`src/rtl/seq_det_pkg.sv`:
```
// seq_det_pkg: shared constants and helpers for the serial pattern detectors
package seq_det_pkg;

    localparam int DEF_MAX_LEN = 8;
    localparam int DEF_CNT_W   = 16;

    // Mask with the low 'len' bits set; callers truncate to their pattern width (<= 64)
    function automatic logic [63:0] len_mask(input int len);
        return (len >= 64) ? '1 : (64'd1 << len) - 64'd1;
    endfunction

    // Lengths beyond the history depth behave as a full-depth pattern
    function automatic int clamp_len(input int len, input int max_len);
        return (len > max_len) ? max_len : len;
    endfunction

endpackage

```
`src/rtl/sat_counter.sv`:
```
// sat_counter: saturating event counter with sticky saturation flag and clear priority
module sat_counter #(
    parameter int CNT_W = 16
) (
    input  logic             clk,
    input  logic             rst,
    input  logic             inc,
    input  logic             clr,
    output logic [CNT_W-1:0] value,
    output logic             sat
);

    // Count events until all-ones; flag is set by the increment that reaches all-ones
    always_ff @(posedge clk or posedge rst) begin
        if (rst) begin
            value <= '0;
            sat   <= 1'b0;
        end else if (clr) begin
            value <= '0;
            sat   <= 1'b0;
        end else if (inc && !(&value)) begin
            value <= value + 1'b1;
            sat   <= &(value + 1'b1);
        end
    end

endmodule

```
`src/rtl/seq_detector_prog.sv`:
```
// seq_detector_prog: run-time programmable serial pattern detector with match counter
module seq_detector_prog
    import seq_det_pkg::*;
#(
    parameter int MAX_LEN = DEF_MAX_LEN,
    parameter int CNT_W   = DEF_CNT_W,
    localparam int LEN_W  = $clog2(MAX_LEN + 1)
) (
    input  logic               clk,
    input  logic               rst,
    input  logic               cfg_load,
    input  logic [MAX_LEN-1:0] cfg_pattern,
    input  logic [LEN_W-1:0]   cfg_len,
    input  logic               cfg_overlap,
    input  logic               in_valid,
    input  logic               in_bit,
    input  logic               cnt_clr,
    output logic               detected,
    output logic [CNT_W-1:0]   match_count,
    output logic               count_sat
);

    logic [MAX_LEN-1:0] hist, hist_n, pat_q, mask;
    logic [LEN_W-1:0]   fill, fill_n, len_q;
    logic               ovl_q, accept, match;

    // Next history/fill and the match decision for the bit offered this cycle
    always_comb begin
        accept = in_valid && !cfg_load;
        hist_n = {hist[MAX_LEN-2:0], in_bit};
        fill_n = (fill == LEN_W'(MAX_LEN)) ? fill : fill + 1'b1;
        mask   = MAX_LEN'(len_mask(int'(len_q)));
        match  = accept && (len_q != '0) && (fill_n >= len_q) && (((hist_n ^ pat_q) & mask) == '0);
    end

    // Config load clears history; accepted bits shift in; non-overlap restarts fill on a match
    always_ff @(posedge clk or posedge rst) begin
        if (rst) begin
            hist     <= '0;
            fill     <= '0;
            pat_q    <= '0;
            len_q    <= '0;
            ovl_q    <= 1'b0;
            detected <= 1'b0;
        end else if (cfg_load) begin
            hist     <= '0;
            fill     <= '0;
            pat_q    <= cfg_pattern;
            len_q    <= LEN_W'(clamp_len(int'(cfg_len), MAX_LEN));
            ovl_q    <= cfg_overlap;
            detected <= 1'b0;
        end else begin
            detected <= match;
            if (accept) begin
                hist <= hist_n;
                fill <= (match && !ovl_q) ? '0 : fill_n;
            end
        end
    end

    sat_counter #(.CNT_W(CNT_W)) u_cnt (
        .clk   (clk),
        .rst   (rst),
        .inc   (match),
        .clr   (cnt_clr),
        .value (match_count),
        .sat   (count_sat)
    );

endmodule

```
`config.mk`:
```
export PLATFORM = sky130hd
export DESIGN_NAME = seq_detector_prog
export DESIGN_NICKNAME = d
export VERILOG_FILES = /design/src/rtl/seq_det_pkg.sv /design/src/rtl/sat_counter.sv /design/src/rtl/seq_detector_prog.sv
export SDC_FILE = /design/constraint.sdc
export NUM_CORES = 1
export LEC_CHECK = 0
export ABC_CLOCK_PERIOD_IN_PS = 3920
export CAP_MARGIN = 5
export CORE_ASPECT_RATIO = 0.9
export CORE_MARGIN = 4
export CORE_UTILIZATION = 45
export CTS_CLUSTER_SIZE = 40
export DETAILED_ROUTE_END_ITERATION = 6
export PLACE_DENSITY = 0.72
export SETUP_SLACK_MARGIN = 0.1
export SYNTH_ARGS = -nofsm -noshare
export SYNTH_HDL_FRONTEND = slang
export SYNTH_SLANG_ARGS = --single-unit
```
`constraint.sdc`:
```
create_clock -name clk -period 3.92 [get_ports clk]
set_input_delay 0.392 -clock clk [delete_from_list [all_inputs] [get_ports clk]]
set_output_delay 0.392 -clock clk [all_outputs]
set_load 0.1 [all_outputs]
```
# Word-level counts from Yosys, hierarchy flattened

Index checks and enable logic that the tools add are counted.

$add $sub $neg: 3
$lt $le $gt $ge: 2
Equal/unequal tests: 1
Shift operators: 1
Multiplexer cells: 12
Bitwise operators: 2
Reduce and logical (&&, ||, !) cells: 15

Operators by type and width:

| kind                                              | number |
|---|---|
| two-way mux 16 bit                                | 2 |
| AND reduction 16 bit                              | 2 |
| two-way mux 4 bit                                 | 5 |
| adder 16 x 1 -> 16 bit (second input constant)    | 1 |
| two-way mux 7 bit                                 | 2 |
| AND 8 bit                                         | 1 |
| zero test 8 bit                                   | 1 |
| << shifter 1 x 4 -> 8 bit (first input constant)  | 1 |
| subtractor 8 x 1 -> 8 bit (second input constant) | 1 |
| bitwise XOR 8 bit                                 | 1 |
| logical AND 1 bit                                 | 6 |
| adder 4 x 1 -> 4 bit (second input constant)      | 1 |
| equality test 4 bit (second input constant)       | 1 |
| greater-or-equal comparator 4 bit                 | 1 |
| > comparator 4 bit (second input constant)        | 1 |
| nonzero test 2 bit                                | 2 |
| nonzero test 4 bit                                | 1 |
| zero test 1 bit                                   | 3 |
| two-way mux 1 bit                                 | 3 |

Register bits: 42

# Longest topological paths before layout

Gate-level depths: netlist of run 1.

Depth after elaboration: 9
Gate-level depth with buffers: 14
Depth with buffers taken out: 13

# Cells and area by module

A second synthesis of run 1 with hierarchy kept.

Cells, all modules: 265
Area, all modules: 2587.5 µm²

Modules (own cells, without submodules):

| module            | times used | cells an instance | area an instance (µm²) | seq. area each (µm²) |
|---|---|---|---|---|
| seq_detector_prog | 1          | 134               | 1400.1                 | 625.6 |
| sat_counter       | 1          | 131               | 1187.4                 | 425.4 |

# Worst setup path before layout of run 1

OpenSTA, ideal clock, no wires.

Path type: register -> register
Start: register len_q[3]
End: register u_cnt.value[15]
Library setup time: 0.128 ns
Arrival time: 3.079 ns
Required time: 3.792 ns
Slack: 0.713 ns
Stages on the path, launching flop included: 12
Path buffers: 2
Clock period less this slack: 3.207 ns
Cell sequence: dfrtp_1 -> buf_6 -> or2_4 -> or3_1 -> ha_1 -> o21bai_1 -> a32oi_1 -> o32ai_1 -> or4_4 -> buf_2 -> nor4_1 -> mux2_1

Word-level cells in the longest chain between the ends: 7
Elaborated cells on any way between the ends: 11

Ends and longest elaborated chain:

| what                           | RTL line                | source |
|---|---|---|
| start: declaration             | seq_detector_prog.sv:24 | `logic [LEN_W-1:0] fill, fill_n, len_q;` |
| start signal: assignment       | seq_detector_prog.sv:49 | `len_q <= LEN_W'(clamp_len(int'(cfg_len), MAX_LEN));` |
| << shifter 1 x 4 -> 8 bit      | seq_det_pkg.sv:9        | `return (len >= 64) ? '1 : (64'd1 << len) - 64'd1;` |
| subtractor 8 x 1 -> 8 bit      | seq_det_pkg.sv:9        |  |
| AND 8 bit                      | seq_detector_prog.sv:33 | `match = accept && (len_q != '0) && (fill_n >= len_q) && (((hist_n ^ pat_q) & mask) == '0);` |
| zero test 8 bit                | seq_detector_prog.sv:33 |  |
| logical AND 1 bit *            | seq_detector_prog.sv:33 |  |
| logical AND 1 bit *            | sat_counter.sv:21       | `end else if (inc && !(&value)) begin` |
| nonzero test 2 bit (no line) * | n/a                     |  |
| end signal: assignment         | sat_counter.sv:22       | `value <= value + 1'b1;` |
| end: declaration               | sat_counter.sv:9        | `output logic [CNT_W-1:0] value,` |

Mark *: on every way between the ends. The rest lies on a longest branch, timed or not.
A chain may end at the register's enable or synchronous reset.

# Final worst setup path of run 1

Same ends and word-level chain as after synthesis.

==> flow_summary.rst, run 1 <==
.. list-table::
   :header-rows: 1

   * - Metric
     - Value
   * - Sequential area share after synthesis
     - 41.5%
   * - Cell area after layout
     - between 3000 and 4000 sq um
   * - Total setup buffers inserted after CTS
     - 0
   * - Syn Inst Count
     - 272
   * - Initial antenna violation count
     - 0
   * - Number of buffers inserted during clock tree synthesis
     - 5
   * - Clock root cell
     - sky130_fd_sc_hd__clkbuf_8
   * - Post-synthesis instance area
     - ~2500 sq um
   * - Commonest cells post-synth
     - sky130_fd_sc_hd__dfrtp_1 (42), sky130_fd_sc_hd__nand2_1 (25), sky130_fd_sc_hd__a21oi_1 (20), sky130_fd_sc_hd__nor2_1 (16)
   * - Fin nets
     - 329
   * - Distinct cell type count of the synthesized netlist
     - 45
   * - Status
     - finished clean
   * - Area of the core
     - ~5300 sq um
   * - Synthesis-to-finish area growth
     - 19.6%
   * - Tightest Hold Check Type
     - flip-flop to flip-flop
   * - Flop and latch count out of synthesis
     - 42
   * - Post-route fraction of the period consumed by the critical path
     - 86.9%
   * - Cells along the critical path
     - or2_4, or3_1, ha_1, o21bai_1, a32oi_1, o32ai_1, or4_4, nor4_1, mux2_1
   * - Sum of net half-perimeters after detailed placement
     - 4010 microns
   * - Io pins
     - 37
   * - Number of rows in the core area
     - 25
   * - Final number of max-transition violations
     - 0
   * - Most common cell in the synthesized netlist
     - sky130_fd_sc_hd__dfrtp_1
   * - Cell with the largest stage delay on the worst path
     - sky130_fd_sc_hd__or4_4
   * - Via count of the first global-routing pass
     - around 2000
   * - Worst-Margin Slew
     - 0.979 ns
   * - Top delay family on crit path
     - simple AND/OR/NAND/NOR gates
   * - Maximum net fanout on the critical path
     - 29
   * - CTS HTree Levels
     - 2
   * - Max-cap violations
     - 0
   * - Flip-flop cell with the highest count after synthesis
     - sky130_fd_sc_hd__dfrtp_1
   * - Timing-limited maximum frequency
     - around 290 MHz
   * - Non-filler instance count after layout
     - 368
   * - Place WS
     - 0.550 ns
   * - Pwr dens
     - 310 nW/um^2
   * - Number of synthesis warnings
     - 0
   * - Largest area contributor in the netlist
     - sky130_fd_sc_hd__dfrtp_1
   * - TritonCTS clock tree
     - yes
   * - Largest buffer count on any clock path
     - 2
   * - Largest cells by area after synthesis
     - sky130_fd_sc_hd__dfrtp_1 (42%), sky130_fd_sc_hd__mux2_2 (5.3%), sky130_fd_sc_hd__ha_1 (4.5%)
   * - Share of flip-flops with an asynchronous set or reset after synthesis
     - 100%
   * - Final hold violations
     - 0
   * - PnR worst setup slack
     - 0.514 ns
   * - Post-cts gate resize count
     - 0
   * - Crit path DAT
     - 3.58 ns
   * - Final setup violation count
     - 0
   * - Number of buffers inserted by hold repair at cts
     - 0
   * - Starting utilization of the core area
     - 47.3%
   * - Overall track demand over capacity in global routing
     - 17.0%
   * - Leakage dissipation
     - 1.22 nW
   * - CP peak stage delay
     - 0.70 ns
   * - Pin count of the biggest net entering global routing
     - 43
   * - Global route overflow
     - 0
   * - Startpoint types
     - flip-flop
   * - Via count normalized by instance count
     - ~5.7
   * - Area fraction of the dominant cell type after synthesis
     - 41.5%
   * - Util after Layout
     - 56.6%
   * - Setup TNS
     - 0 ns
   * - Die height
     - 79.1 microns
   * - Relative max-transition margin
     - 34.5%
   * - Cell count after placement
     - about 360
   * - Critical Path End Type
     - flip-flop
   * - Violation count after the first detailed-routing iteration
     - 169
   * - Number of port buffers
     - 36
   * - Clock latency of the later-clocked register in the worst-skew pair
     - 0.29 ns
   * - Number of antenna repair diodes
     - 0
   * - Antenna Nets Post-Route
     - 0
   * - Die span in x
     - 87.0 microns
   * - Required time of the critical path
     - just over 4 ns
   * - Final clock skew
     - 0.00769 ns
   * - Clock tree sinks
     - 42
   * - Final min period
     - about 3.4 ns
   * - Fill cell instance count of the final layout
     - a little under 500
   * - Area after detailed placement
     - approximately 2900 sq um
   * - Crit path kind
     - flip-flop to flip-flop
   * - Number of enable flip-flop cells after synthesis
     - 0
   * - Proportion of layout cells with a drive suffix above 1
     - 8.31%
   * - Total wire length
     - between 5000 and 6000 microns
   * - First-pass GRT wire length
     - 9410 microns
   * - WL per Instance
     - 15.2 microns
   * - Buf/Inv on CP
     - 0
   * - Peak VDD IR
     - 302 uV
   * - 1st-pass router iterations
     - 4
   * - Gpl congestion
     - about 0.84
   * - Vias after detailed routing
     - ~2100
   * - Area of the die
     - 6890 sq um
   * - Register clock-pin slew on the reported worst setup and hold paths
     - 0.08 ns
   * - Unrepaired setup endpoints after global routing
     - no
   * - DRC Markers
     - 0
   * - Synthesized area divided by synthesized cell count
     - slightly above 9 sq um
   * - Post-synthesis net count
     - 300
-- per-stage QoR --
stage	hold slack [ns]	total power, mW
after global placement	0.498	0.593
final	0.524	0.937
after detailed placement	0.513	0.597
after floorplan	0.492	0.558
after CTS	0.531	0.946
after global routing	0.557	0.980
-- layout by cell type, fill, tap and decap left out, drive strengths merged, types with 6 or more instances in the layout --
| cell type | synthesis | routed |
|---|---|---|
| a21oi | 21 | 21 |
| clkbuf | 11 | 6 |
| clkdlybuf4s50 | 0 | 36 |
| dfrtp | 42 | 42 |
| ha | 9 | 9 |
| inv | 12 | 12 |
| mux2 | 13 | 13 |
| mux2i | 8 | 8 |
| nand2 | 25 | 25 |
| nand3 | 11 | 11 |
| nand4 | 7 | 7 |
| nor2 | 16 | 16 |
| o21ai | 11 | 11 |
| o31ai | 9 | 9 |
| or4 | 11 | 11 |
| xnor2 | 9 | 9 |
-- final timing paths --
check | from | to | slack, ns | depth (start not counted)
min in group asynchronous | rst | u_cnt.value[13] | 0.53 | 3
max in group asynchronous | rst | fill[2] | 3.02 | 3
worst min-delay path | u_cnt.sat | u_cnt.sat | 0.52 | 1
worst max-delay path | len_q[3] | u_cnt.value[15] | 0.51 | 9
worst min register to register | u_cnt.sat | u_cnt.sat | 0.52 | 1
worst max register to register | len_q[3] | u_cnt.value[15] | 0.51 | 9
-- kinds of logic (layout without fill, tap and decap cells) --
group / after synthesis / count (layout) / synth area share [%]
buffers and inverters: 29 / 58 / 5.09
AND/OR/NAND/NOR: 103 / 103 / 22.0
multiplexers: 21 / 21 / 8.95
AO/OA/AOI/OAI: 55 / 55 / 13.5
adder cells (fa/ha/maj): 9 / 9 / 4.45
flip-flops: 42 / 42 / 41.5
XOR/XNOR: 13 / 13 / 4.50
-- layout make-up --
cell class	count	area (sq um)	area share, %
inverter	12	45.0	1.49
clock inverter	1	30.0	0.993
tap	67	83.8	2.77
sequential	42	1050	34.7
multi-input combinational	201	1350	44.6
timing repair buffer	39	383	12.7
clock buffer	6	82.6	2.73
-- layer usage --
layer / wire length [microns] / GRT usage, %
met1: 2740 / 24.2
met2: 2540 / 26.5
met3: 297 / 3.22
met4: 39 / 4.21
met5: 0 / 0
-- power by group --
group          leakage [nW]  total, mW  switching (mW)  internal (mW)
registers             0.559      0.467          0.0177          0.449
logic                 0.602      0.121          0.0581         0.0627
clock network        0.0573      0.349           0.146          0.204
-- worst register-to-register path: stages (launching register included) --
cell and delay, ns:
sky130_fd_sc_hd__dfrtp_1 0.48, sky130_fd_sc_hd__or2_4 0.30, sky130_fd_sc_hd__or3_1 0.33, sky130_fd_sc_hd__ha_1 0.30
sky130_fd_sc_hd__o21bai_1 0.19, sky130_fd_sc_hd__a32oi_1 0.20, sky130_fd_sc_hd__o32ai_1 0.09, sky130_fd_sc_hd__or4_4 0.70
sky130_fd_sc_hd__nor4_1 0.35, sky130_fd_sc_hd__mux2_1 0.36
-- state kept, by name, summed over array words and instances (netlist names) --
signal,cells
pat_q,8
fill,4
detected,1
hist,7
len_q,4
u_cnt.value,16
u_cnt.sat,1
ovl_q,1
Power figures use the tool's default switching activity.
==> inputs of run 2 (changes only) <==
--- a/config.mk
+++ b/config.mk
@@ -6,7 +6,7 @@
 export NUM_CORES = 1
 export LEC_CHECK = 0
 export ABC_CLOCK_PERIOD_IN_PS = 3920
-export CAP_MARGIN = 5
+export CAP_MARGIN = 20
 export CORE_ASPECT_RATIO = 0.9
 export CORE_MARGIN = 4
 export CORE_UTILIZATION = 45
==> results of run 2 <==
No change in the layout: final DEF, timing and power equal those of run 1.
==> inputs of run 3 (changes only) <==
--- a/config.mk
+++ b/config.mk
@@ -7,12 +7,14 @@
 export LEC_CHECK = 0
 export ABC_CLOCK_PERIOD_IN_PS = 3920
 export CAP_MARGIN = 20
+export CELL_PAD_IN_SITES_DETAIL_PLACEMENT = 0
+export CELL_PAD_IN_SITES_GLOBAL_PLACEMENT = 1
 export CORE_ASPECT_RATIO = 0.9
 export CORE_MARGIN = 4
-export CORE_UTILIZATION = 45
+export CORE_UTILIZATION = 42
 export CTS_CLUSTER_SIZE = 40
 export DETAILED_ROUTE_END_ITERATION = 6
-export PLACE_DENSITY = 0.72
+export PLACE_DENSITY = 0.84
 export SETUP_SLACK_MARGIN = 0.1
 export SYNTH_ARGS = -nofsm -noshare
 export SYNTH_HDL_FRONTEND = slang
==> run 3 against run 2 <==
- combinational power about the same
- register-to-register slack got worse by 0.03 ns
- die area increased by 6.4%
- count of clock-buffer cells in the layout shrank 1
- cell count rose by 1.1%
- clock power about the same
- sequential share of layout area fell by 0.057 points
- critical endpoint unchanged
- highest routed layer unchanged
==> flow_summary.rst, run 3 (synthesis results as in run 1) <==
.. list-table::
   :header-rows: 1

   * - Metric
     - Value
   * - Final clock skew
     - 0.00467 ns (-0.00302 ns)
   * - Worst flop-to-flop path startpoint
     - len_q[3]
   * - Regs by FF count
     - u_cnt.value (16), pat_q (8), hist (7)
   * - Number of buffers inserted by hold repair at cts
     - 0 (unchanged)
   * - Final hold violations
     - 0 (unchanged)
   * - First-pass GRT wire length
     - 9560 microns (+1.5%)
   * - Number of port buffers
     - 36 (unchanged)
   * - Antenna Nets Post-Route
     - 0 (unchanged)
   * - Timing-limited maximum frequency
     - 291 MHz (-0.96%)
   * - Starting utilization of the core area
     - 43.9% (-3.4 points)
   * - Total wire length
     - 5590 microns (-0.46%)
   * - Proportion of layout cells with a drive suffix above 1
     - 8.61% (+0.30 points)
   * - Critical Path End Type
     - flip-flop
   * - Area after detailed placement
     - 2920 sq um (+0.13%)
   * - Total setup buffers inserted after CTS
     - 0 (unchanged)
   * - Most frequent cells in the layout
     - sky130_fd_sc_hd__dfrtp_1 (42), sky130_fd_sc_hd__clkdlybuf4s50_1 (36), sky130_fd_sc_hd__nand2_1 (25)
   * - Routed length on met2
     - 2360 microns (-6.9%)
   * - Clock tree sinks
     - 42 (unchanged)
   * - Startpoint types
     - flip-flop
   * - Required time of the critical path
     - 4.11 ns (+0.02 ns)
   * - Pin count of the biggest net entering global routing
     - 43 (unchanged)
   * - Io pins
     - 37 (unchanged)
   * - Pwr dens
     - 310 nW/um^2 (+0.15%)
   * - Worst Min Path Start
     - u_cnt.sat
   * - Vias after detailed routing
     - 2092 (-1.1%)
   * - Via count normalized by instance count
     - 5.62 (-2.2%)
   * - Clock root cell
     - sky130_fd_sc_hd__clkbuf_8
   * - Tightest Hold Check Type
     - flip-flop to flip-flop
   * - Clock latency of the later-clocked register in the worst-skew pair
     - 0.30 ns (about the same)
   * - Number of buffers inserted during clock tree synthesis
     - 5 (unchanged)
   * - Final number of max-transition violations
     - 0 (unchanged)
   * - Unrepaired setup endpoints after global routing
     - no
   * - Area of the die
     - 7330 sq um (+6.4%)
   * - Fin nets
     - 329 (unchanged)
   * - Number of rows in the core area
     - 26 (+4.0%)
   * - Via count of the first global-routing pass
     - 1983 (+0.30%)
   * - Max layer used
     - met4
   * - Relative max-transition margin
     - 34.8% (+0.32 points)
   * - Leakage dissipation
     - 1.21 nW (-0.57%)
   * - Area of the core
     - 5760 sq um (+7.6%)
   * - Final setup violation count
     - 0 (unchanged)
   * - Fill cell instance count of the final layout
     - 523 (+7.2%)
   * - Non-filler instance count after layout
     - 372 (+1.1%)
   * - Post-cts gate resize count
     - 0 (unchanged)
   * - CTS HTree Levels
     - 2 (unchanged)
   * - Setup TNS
     - 0 ns (unchanged)
   * - Total routed wire length on the met1 layer
     - 2840 microns (+3.8%)
   * - Gpl congestion
     - 0.858 (+1.7%)
   * - DRC Markers
     - 0 (unchanged)
   * - Peak VDD IR
     - 153 uV (-49%)
   * - Sum of net half-perimeters after detailed placement
     - 3970 microns (-1.0%)
   * - Routed met3 length
     - 317 microns (+6.7%)
   * - Number of antenna repair diodes
     - 0 (unchanged)
   * - Register name with the most flops
     - u_cnt.value
   * - Crit path kind
     - flip-flop to flip-flop
   * - Die span in x
     - 89.8 microns (+3.2%)
   * - Violation count after the first detailed-routing iteration
     - 148 (-12%)
   * - Register clock-pin slew on the reported worst setup and hold paths
     - 0.08 ns (about the same)
   * - Largest buffer count on any clock path
     - 2 (unchanged)
   * - Internal reg-to-reg setup slack
     - 0.48 ns (-0.03 ns)
   * - Initial antenna violation count
     - 0 (unchanged)
   * - Number of flip-flops in the largest register
     - 16 (unchanged)
   * - Overall track demand over capacity in global routing
     - 16.1% (-0.86 points)
   * - Post-route fraction of the period consumed by the critical path
     - 87.7% (+0.84 points)
   * - Count of cells along the worst register-to-register path
     - 9 (unchanged)
   * - Endpoint of the worst setup timing path
     - u_cnt.value[15]
   * - Maximum net fanout on the critical path
     - 29 (unchanged)
   * - Max-cap violations
     - 0 (unchanged)
   * - Worst-Margin Slew
     - 0.975 ns (-0.00473 ns)
   * - Min-Delay Path Depth
     - 1 (unchanged)
   * - Die height
     - 81.6 microns (+3.2%)
   * - Crit path DAT
     - 3.62 ns (+0.04 ns)
   * - 1st-pass router iterations
     - 4 (unchanged)
   * - TritonCTS clock tree
     - yes
   * - Status
     - finished clean
   * - Cell area after layout
     - 3030 sq um (+0.17%)
   * - WL per Instance
     - 15.0 microns (-1.5%)
   * - R2R Path End
     - u_cnt.value[15]
   * - Critical Path Source
     - len_q[3]
   * - Commonest non-fill, non-tap cell in the layout
     - sky130_fd_sc_hd__dfrtp_1
   * - Final min period
     - 3.44 ns (+0.0331 ns)
   * - Cell count after placement
     - 364 (+0.83%)
   * - Synthesis-to-finish area growth
     - 19.8%
   * - Global route overflow
     - 0 (unchanged)
[run 3: changes by cell type in the layout (fill, tap and decap cells not counted)]
cell	delta
sky130_fd_sc_hd__clkinvlp_4	+2
sky130_fd_sc_hd__clkbuf_8	-1
[run 3: metal layers]
metal	up-vias	global-route usage, %
met1	976	23.3
met5	-	0
li1	1046	-
met2	63	24.1
met3	7	4.21
met4	0	4.44
[run 3: report_power, final]
| group | leakage (nW) | internal [mW] | total (mW) | switching (mW) |
|---|---|---|---|---|
| sequential | 0.559 | 0.449 | 0.467 | 0.0180 |
| clock | 0.0504 | 0.190 | 0.352 | 0.163 |
| combinational | 0.602 | 0.0625 | 0.120 | 0.0580 |
| total | 1.21 | 0.701 | 0.940 | 0.239 |
[run 3: final cells by class]
cell class	instances	area, sq um	share of cell area [%]
Clock buffer	5	68.8	2.27
Tap cell	70	87.6	2.89
Inverter	12	45.0	1.49
Timing Repair Buffer	39	383	12.6
Clock inverter	3	45.0	1.49
Sequential cell	42	1050	34.7
Multi-Input combinational cell	201	1350	44.5
[run 3: worst max-delay path: stages, from the launching register on]
cell and delay [ns]:
sky130_fd_sc_hd__dfrtp_1 0.49, sky130_fd_sc_hd__or2_4 0.30, sky130_fd_sc_hd__or3_1 0.33, sky130_fd_sc_hd__ha_1 0.29, sky130_fd_sc_hd__and2_1 0.16, sky130_fd_sc_hd__o211ai_1 0.17, sky130_fd_sc_hd__o221ai_1 0.17, sky130_fd_sc_hd__or4_4 0.70
sky130_fd_sc_hd__nor4_1 0.37, sky130_fd_sc_hd__mux2_1 0.35
[run 3: worst min path at each step]
stage / end
after global routing: u_cnt.sat
after detailed placement: u_cnt.sat
final: u_cnt.sat
after CTS: u_cnt.sat
after global placement: u_cnt.sat
after floorplan: fill[3]
[run 3: through the flow]
stage	power [mW]	setup WS, ns	utilization [%]	hold WS [ns]
5_1_grt	0.985	0.311	52.6	0.541
2_1_floorplan	0.558	0.713	-	0.492
4_1_cts	0.943	0.489	52.6	0.520
3_5_place_dp	0.597	0.501	50.7	0.500
6_report	0.940	0.481	52.6	0.514
3_3_place_gp	0.594	0.596	50.7	0.494
